## src/rtl/pipelined_barrel_shifter.sv

```systemverilog
// Pipelined barrel shifter/rotator, one stage per sel bit, valid/ready flow.
// Define SHIFTER_STATUS_EN to add the pipelined zero/carry status outputs.
module pipelined_barrel_shifter #(
   parameter  int WIDTH = 32,
   localparam int SHW   = $clog2(WIDTH)
) (
   input  logic             clock,
   input  logic             reset,
   input  logic             in_valid,
   output logic             in_ready,
   input  logic [WIDTH-1:0] a,
   input  logic [SHW-1:0]   sel,
   input  logic [2:0]       mode,
   output logic             out_valid,
   input  logic             out_ready,
   output logic [WIDTH-1:0] b
`ifdef SHIFTER_STATUS_EN
   ,
   output logic             zero,
   output logic             carry
`endif
);

   localparam logic [2:0] M_SLL = 3'b000;
   localparam logic [2:0] M_SRL = 3'b001;
   localparam logic [2:0] M_SRA = 3'b010;
   localparam logic [2:0] M_ROL = 3'b011;
   localparam logic [2:0] M_ROR = 3'b100;

   function automatic logic [WIDTH-1:0] step(
      input logic [WIDTH-1:0] d,
      input logic [2:0]       m,
      input int               s
   );
      case (m)
         M_SLL:   return d << s;
         M_SRL:   return d >> s;
         M_SRA:   return $signed(d) >>> s;
         M_ROL:   return (d << s) | (d >> (WIDTH - s));
         M_ROR:   return (d >> s) | (d << (WIDTH - s));
         default: return d;
      endcase
   endfunction

`ifdef SHIFTER_STATUS_EN
   // Last bit leaving this stage; earlier stages already moved the data.
   function automatic logic cout(
      input logic [WIDTH-1:0] d,
      input logic [2:0]       m,
      input int               s
   );
      logic [SHW-1:0] lo;
      logic [SHW-1:0] hi;
      lo = SHW'(s - 1);
      hi = SHW'(WIDTH - s);
      case (m)
         M_SLL, M_ROL:        return d[hi];
         M_SRL, M_SRA, M_ROR: return d[lo];
         default:             return 1'b0;
      endcase
   endfunction
`endif

   logic             advance;

   logic             v_q [SHW];
   logic [WIDTH-1:0] d_q [SHW];
   logic [SHW-1:0]   s_q [SHW-1];
   logic [2:0]       m_q [SHW-1];

   logic             vi  [SHW];
   logic [WIDTH-1:0] di  [SHW];
   logic [SHW-1:0]   si  [SHW];
   logic [2:0]       mi  [SHW];
   logic [WIDTH-1:0] d_d [SHW];

`ifdef SHIFTER_STATUS_EN
   logic             c_q [SHW];
   logic             ci  [SHW];
   logic             c_d [SHW];
   logic             z_q;
`endif

   assign advance   = ~v_q[SHW-1] | out_ready;
   assign in_ready  = advance;
   assign out_valid = v_q[SHW-1];
   assign b         = d_q[SHW-1];

`ifdef SHIFTER_STATUS_EN
   assign zero  = z_q;
   assign carry = c_q[SHW-1];
`endif

   // Remaining sel bits travel right-aligned: bit 0 belongs to the stage.
   always_comb begin
      vi[0] = in_valid & advance;
      di[0] = a;
      si[0] = sel;
      mi[0] = mode;
      for (int k = 1; k < SHW; k++) begin
         vi[k] = v_q[k-1];
         di[k] = d_q[k-1];
         si[k] = s_q[k-1];
         mi[k] = m_q[k-1];
      end
      for (int k = 0; k < SHW; k++) begin
         d_d[k] = si[k][0] ? step(di[k], mi[k], 1 << k) : di[k];
      end
   end

`ifdef SHIFTER_STATUS_EN
   always_comb begin
      ci[0] = 1'b0;
      for (int k = 1; k < SHW; k++) begin
         ci[k] = c_q[k-1];
      end
      for (int k = 0; k < SHW; k++) begin
         c_d[k] = si[k][0] ? cout(di[k], mi[k], 1 << k) : ci[k];
      end
   end
`endif

   always_ff @(posedge clock or posedge reset) begin
      if (reset) begin
         for (int k = 0; k < SHW; k++) begin
            v_q[k] <= 1'b0;
            d_q[k] <= '0;
         end
         for (int k = 0; k < SHW - 1; k++) begin
            s_q[k] <= '0;
            m_q[k] <= '0;
         end
      end else if (advance) begin
         for (int k = 0; k < SHW; k++) begin
            v_q[k] <= vi[k];
            if (vi[k]) d_q[k] <= d_d[k];
         end
         for (int k = 0; k < SHW - 1; k++) begin
            if (vi[k]) begin
               s_q[k] <= si[k] >> 1;
               m_q[k] <= mi[k];
            end
         end
      end
   end

`ifdef SHIFTER_STATUS_EN
   always_ff @(posedge clock or posedge reset) begin
      if (reset) begin
         for (int k = 0; k < SHW; k++) c_q[k] <= 1'b0;
         z_q <= 1'b0;
      end else if (advance) begin
         for (int k = 0; k < SHW; k++) begin
            if (vi[k]) c_q[k] <= c_d[k];
         end
         if (vi[SHW-1]) z_q <= (d_d[SHW-1] == '0);
      end
   end
`endif

endmodule

```

## config.mk

```make
export PLATFORM = sky130hd
export DESIGN_NAME = pipelined_barrel_shifter
export DESIGN_NICKNAME = d
export VERILOG_FILES = /design/src/rtl/pipelined_barrel_shifter.sv
export SDC_FILE = /design/constraint.sdc
export NUM_CORES = 1
export LEC_CHECK = 0
export ABC_AREA = 1
export CAP_MARGIN = 0
export CELL_PAD_IN_SITES_DETAIL_PLACEMENT = 0
export CELL_PAD_IN_SITES_GLOBAL_PLACEMENT = 1
export CORE_MARGIN = 5
export CORE_UTILIZATION = 30
export DETAILED_ROUTE_END_ITERATION = 8
export PLACE_DENSITY_LB_ADDON = 0.1
export SYNTH_ARGS = -nofsm -noshare
export SYNTH_HDL_FRONTEND = slang
export SYNTH_SLANG_ARGS = --single-unit
export TNS_END_PERCENT = 1
```

## constraint.sdc

```tcl
create_clock -name clock -period 7.65 [get_ports clock]
set_input_delay 1.53 -clock clock [delete_from_list [all_inputs] [get_ports clock]]
set_output_delay 1.53 -clock clock [all_outputs]
set_load 0.05 [all_outputs]
```

## Yosys cells after proc, flatten, opt, wreduce, memory -nomap -nowiden

Cells that the tools add are included.

| storage, ports and cells | value |
|---|---|
| register bits | 187 |
| latch bits | 0 |
| bits in writable memories | 0 |
| memory bits (read-only) | 0 |
| input port bits | 44 |
| logic and storage cells | 71 |
| memories | 0 |

| cells by class | value |
|---|---|
| add/sub/neg operators | 0 |
| $mul | 0 |
| divide/modulo/power cells | 0 |
| $lt $le $gt $ge | 0 |
| equal/unequal tests | 20 |
| shift-type cells | 0 |
| muxes and demuxes | 10 |
| bitwise operators | 12 |
| reduce and logical (&&, ||, !) cells | 11 |

Operators with widths:

| operator | count |
|---|---|
| 32-bit case mux with 5 select lines | 4 |
| 32-bit 2-to-1 mux | 5 |
| 32-bit case mux with 4 select lines | 1 |
| 16-bit by 32-bit OR with 32-bit output | 1 |
| 24-bit by 32-bit OR with 32-bit output | 1 |
| 28-bit by 32-bit OR with 32-bit output | 1 |
| 30-bit by 32-bit OR with 32-bit output | 1 |
| 31-bit by 32-bit OR with 32-bit output | 1 |
| 32-bit by 1-bit OR with 32-bit output | 1 |
| 32-bit by 2-bit OR with 32-bit output | 1 |
| 32-bit by 4-bit OR with 32-bit output | 1 |
| 32-bit by 8-bit OR with 32-bit output | 1 |
| 3-bit by 2-bit equality test with 1-bit output (second input constant) | 10 |
| 3-bit by 1-bit equality test with 1-bit output (second input constant) | 5 |
| 3-bit equality test (second input constant) | 5 |
| 3-bit zero test | 5 |
| 2-bit AND reduction | 5 |
| 2-bit OR reduction | 1 |
| 1-bit AND | 1 |
| 1-bit inverter | 1 |
| 1-bit OR | 1 |

## Depth between registers and ports, before layout

Gate-level depths: netlist of the first run.

| depth | value |
|---|---|
| word-level depth | 4 |
| mapped depth | 9 |

## Worst setup path after synthesis of the first run

OpenSTA, ideal clock, no wires.

| path | value |
|---|---|
| path type | in2out |
| start | input out_ready |
| end | output in_ready |
| arrival | 1,824 ps |
| path slack | 4,296 ps |
| cell stages on the path | 2 |
| path through | nor2_4 inv_2 |

| on the way | value |
|---|---|
| cells in the longest elaborated chain, start to end | 1 |

RTL lines:

| item | line | source |
|---|---|---|
| start, declared | 15 | `input logic out_ready,` |
| 1-bit OR | 84 | `assign advance = ~v_q[SHW-1] \| out_ready;` |
| end, declared | 10 | `output logic in_ready,` |

No other way between the ends.

## Worst setup path in the final report of the first run

Ends and elaborated chain as after synthesis.

==> flow_summary.ini, run 1 <==
[run_status]
status = finished clean

[timing]
period_share_pct = 60.3
slew_viol_final = 0
relSlewSlack_pct = 11.0
tns_ns = 0
hold_viol = 0
final-setup-viol-count = 0
worst_slew_pin_slew_ns = 1.33
fmax_mhz = 217
fin_skew_ns = 0.00967
rsz0062_at_grt = false
period_needed_ns = 4.61

[synthesis]
syn_avg_cell_area_um2 = 6.62
yosysWarnings = 0
synthTopCellsByArea = dfrtp_1 (43%), nand2_1 (26%), nor2_1 (8.9%)
synth_area_um2 = 10900
yosysSeqAreaShare_pct = 43.0
ys_ff_latch = 187
synthesis.nets = 1687
synth_largest_area_cell = dfrtp_1
synth_top_area_share_pct = 43.0
synth_cell_type_count = 26
syn_inst = 1643

[global_routing]
use_met1_pct = 21.3
antenna_found_initial = 0
met3_usage_pct = 2.29
grt_busiest_layer = met2
grt_pass1_vias = 9575
grt_max_degree = 75
grt-ovfl-total = 0
met2_usage_pct = 27.0
grt_pass1_wl_um = 52900
grt.total_usage_pct = 15.9

[clock_tree]
clk_pin_slew_ns = 0.06
post_cts_buffers = 0
cts-buffers-inserted = 17
h-tree-depth = 4
clkLatencyLatePin_ns = 0.45
tritoncts = built
cts.path.max_buffers = 2
root_buffer = clkbuf_16
post_cts_resized = 0
clkSinkCount = 187
ctsHoldBuffers = 0

[placement]
place_area_um2 = 11700
io_buffers = 77
gp_congestion = 0.782
dp_hpwl_um = 21900

[setup_path]
cp.arrival_ns = 3.08
reg2regPathDepth = 7
worstSetupStartpointType = primary input
r2r_slack_ns = 5.39
timing.rr.end = d_q[63]
reg2reg_from = m_q[4]
critical_path_class = in2out
required_ns = 6.12
path_max_fanout = 7
crit_path_end_kind = primary output

[floorplanning]
rows = 69
start_util_pct = 30.5
die_w_um = 200
die_h_um = 200
core_area_um2 = 35700
dieArea_um2 = 40200
num_io_pins = 78

[final_layout]
design_area_um2 = 12200
syn_to_final_growth_pct = 12.4
layout-drive-gt1-share_pct = 4.91
antenna_cells = 0
n_fill_cell = 3969
finalNetCount = 1680

[detailed_routing]
drtIter0Drc = 695
drt_wl_total_um = 31400
dr.pass1.iters = 5
postRouteAntennaNets = 0
vias_per_cell = 4.60
drc_errors = 0
post_drt_wl_per_cell_um = 14.9
vias = 9704

[hold_path]
holdPathStages = 2
hold_path_end = b[24]
min_from = b[24]
hold_class = reg2reg

[power]
ir_drop_mv = 0.190
power_mw = 5.41
powerDensity_nw_per_um2 = 442
power.leakage_nw = 6.04

[flow_run]
maxCapViolations = 0
[sequential cells by signal, indices dropped and copies added (netlist names)]
register and cells:
m_q 12, s_q 10, b 32, v_q 4, out_valid 1, d_q 128
[Yosys cell counts (all sizes together)]
cell    instances
inv            61
nor3            1
nand4           4
clkbuf         16
nand2         753
nand3b          1
o211ai         16
o21ai          52
mux2            5
a21oi         134
nand3          44
nor2          266
dfrtp         187
buf           103
[per-layer routing]
metal	share of wire, %	vias up	wire, um
met5	0	-	0
met4	1.7	0	529
met2	49	117	15400
met3	2.0	26	623
met1	47	4489	14900
li1	-	5072	-
[kinds of logic (layout without fill, tap and decap cells)]
kind of cell | count (synthesis) | count (layout) | share of synthesized area (%)
mux | 5 | 5 | 0.517
simple gates | 1069 | 1069 | 38.1
compound gates | 202 | 202 | 9.83
buf+inv | 180 | 186 | 8.55
flops | 187 | 187 | 43.0
[how the worst max path moves through the flow]
stage                     slack [ns]  cells past startpoint  endpoint      start
after CTS                       3.03                      4  in_ready  out_ready
final                           3.04                      4  in_ready  out_ready
after global placement          3.05                      4  in_ready  out_ready
after global routing            2.99                      4  in_ready  out_ready
after floorplan                 1.03                      1      b[0]      reset
after detailed placement        3.04                      4  in_ready  out_ready
[cell usage in the layout, fill, tap and decap left out, drive strengths merged]
master         count
a21oi            134
clkdlybuf4s50     77
mux2               5
o211ai            16
o21ai             52
clkbuf            18
nand3             44
clkinv             6
clkinvlp           1
dfrtp            187
nand4              4
bufinv             1
nand3b             1
inv               67
nor3               1
nor2             266
buf               16
nand2            753
[final cells by class]
| type | count | area (um^2) | share of cell area [%] |
|---|---|---|---|
| clock inverters | 14 | 135 | 1.10 |
| repair buffers | 93 | 891 | 7.28 |
| clock buffers | 18 | 439 | 3.59 |
| well taps | 461 | 577 | 4.71 |
| flip-flops and latches | 187 | 4680 | 38.2 |
| multi-input cells | 1276 | 5280 | 43.2 |
| inverters | 61 | 234 | 1.91 |
[through the flow]
stage          hold WS, ns  util, %  setup WS [ns]  instances
6_report             0.477     34.3           3.04       2110
2_1_floorplan        0.442        -           1.03       1643
5_1_grt              0.504     34.3           2.99       2110
3_5_place_dp         0.465     32.7           3.04       2078
3_3_place_gp         0.464     32.7           3.05       2078
4_1_cts              0.484     34.3           3.03       2110
[worst max-delay path, stage by stage]
cell and delay (ns):
clkdlybuf4s50_1 0.51, nor2_4 0.08, inv_2 0.14, clkdlybuf4s50_1 0.83
[where the power goes]
group          switching [mW]  internal [mW]  total (mW)  leakage (nW)
combinational            1.82          0.836        2.65          3.42
clock                   0.424          0.465       0.889         0.283
sequential              0.450           1.42        1.87          2.34
total                    2.69           2.72        5.41          6.04
No activity file was read; power rests on OpenSTA's default activity.
==> run 2: changes to the inputs <==
==> constraint.sdc (replaced) <==
create_clock -name clock -period 4.2 [get_ports clock]
set_input_delay 0.84 -clock clock [delete_from_list [all_inputs] [get_ports clock]]
set_output_delay 0.84 -clock clock [all_outputs]
set_load 0.05 [all_outputs]
==> run 2 against run 1 <==
Combinational power up 84%. Worst hold slack about the same. Core utilization up 0.28 points. First-iteration DRC count down 14%. Register-to-register slack worse by 3.2 ns. Flip-flop and latch count unchanged. Largest power group unchanged. Clock skew up 0.0030 ns.
==> flow_summary.ini, run 2 (synthesis gave the netlist of run 1 again) <==
[run_status]
status = finished clean

[timing]
worst_slew_pin_slew_ns = 1.10
fin_skew_ns = 0.0127
period_share_pct = 77.2
fmax_mhz = 309
hold_viol = 0
slew_viol_final = 0
hold_ws_ns = 0.477
rsz0062_at_grt = false
tns_ns = 0
period_needed_ns = 3.24
setup_ws_ns = 0.959
relSlewSlack_pct = 26.7
final-setup-viol-count = 0

[clock_tree]
h-tree-depth = 4
root_buffer = clkbuf_16
clk_pin_slew_ns = 0.06
cts-buffers-inserted = 17
clkLatencyLatePin_ns = 0.44
ctsHoldBuffers = 0
clkSinkCount = 187
tritoncts = built
post_cts_buffers = 0
cts.path.max_buffers = 2
post_cts_resized = 0

[detailed_routing]
drc_errors = 0
drtIter0Drc = 597
postRouteAntennaNets = 0
post_drt_wl_per_cell_um = 14.7
dr.pass1.iters = 5
drt_wl_total_um = 31100
vias_per_cell = 4.57
vias = 9670

[floorplanning]
start_util_pct = 30.5
dieArea_um2 = 40200
die_h_um = 200
die_w_um = 200
core_area_um2 = 35700
num_io_pins = 78
rows = 69

[final_layout]
layout_common_cells = nand2_1 (746), nor2_1 (258), dfrtp_1 (187), a21oi_1 (133), clkdlybuf4s50_1 (77)
regMostFlops = d_q
antenna_cells = 0
stdcell_count = 2116
layout-drive-gt1-share_pct = 5.14
layout_commonest_cell = nand2_1
syn_to_final_growth_pct = 13.4
design_area_um2 = 12300
largest_reg_flops = 128
finalNetCount = 1687

[setup_path]
timing.rr.end = d_q[47]
critical_path_class = in2out
reg2regPathDepth = 7
worstSetupStartpointType = primary input
required_ns = 3.36
path_max_fanout = 7
crit_path_end_kind = primary output
reg2reg_from = m_q[5]
r2r_slack_ns = 2.15
cp.arrival_ns = 2.40

[placement]
gp_congestion = 0.778
place_area_um2 = 11800
dp_hpwl_um = 22400
dp_cells = 2085
dp_slack_ns = 0.949
io_buffers = 77

[hold_path]
hold_path_end = s_q[17]
holdPathStages = 2
min_from = s_q[17]
hold_class = reg2reg

[flow_run]
maxCapViolations = 0

[power]
powerDensity_nw_per_um2 = 801
ir_drop_mv = 0.264
power.leakage_nw = 6.08

[global_routing]
grt_pass1_vias = 9566
antenna_found_initial = 0
grt-ovfl-total = 0
grt.total_usage_pct = 15.7
grt_pass1_wl_um = 52600
grt_max_degree = 76
==> run 2: final cells by class <==
class,count,area [um^2]
Timing Repair Buffer,100,993
Tap cell,461,577
Clock inverter,8,86.3
Multi-Input combinational cell,1276,5280
Inverter,61,233
Fill cell,3936,23300
Clock buffer,23,488
Sequential cell,187,4680
==> run 2: worst max path at each step <==
stage	from	end	slack, ns	cells past startpoint
floorplan	reset	b[0]	0.95	1
global placement	out_ready	in_ready	0.93	4
detailed placement	out_ready	in_ready	0.95	4
CTS	out_ready	in_ready	0.94	4
global route	out_ready	in_ready	0.90	4
finish	out_ready	in_ready	0.96	4
==> run 2: report_power, final <==
group / leakage, nW / switching, mW / total (mW) / internal (mW)
sequential: 2.34 / 0.821 / 3.40 / 2.58
combinational: 3.47 / 3.32 / 4.88 / 1.56
clock: 0.268 / 0.715 / 1.60 / 0.882
==> run 2: worst max-delay path, stage by stage <==
cell             delay (ns)
clkdlybuf4s50_1        0.52
nor2_4                 0.08
inv_2                  0.13
clkdlybuf4s50_1        0.83
==> run 2: through the flow <==
step	total power, mW	util [%]
detailed placement	8.39	33.0
floorplan	7.16	-
global route	10.9	34.6
global placement	8.35	33.0
CTS	10.0	34.6
finish	9.88	34.6
==> run 2: layer usage <==
layer	up-vias	wire, um	track usage [%]
met1	4438	14700	20.9
met4	0	383	3.59
li1	5098	-	-
met2	111	15400	27.2
met5	-	0	0
met3	23	607	2.16
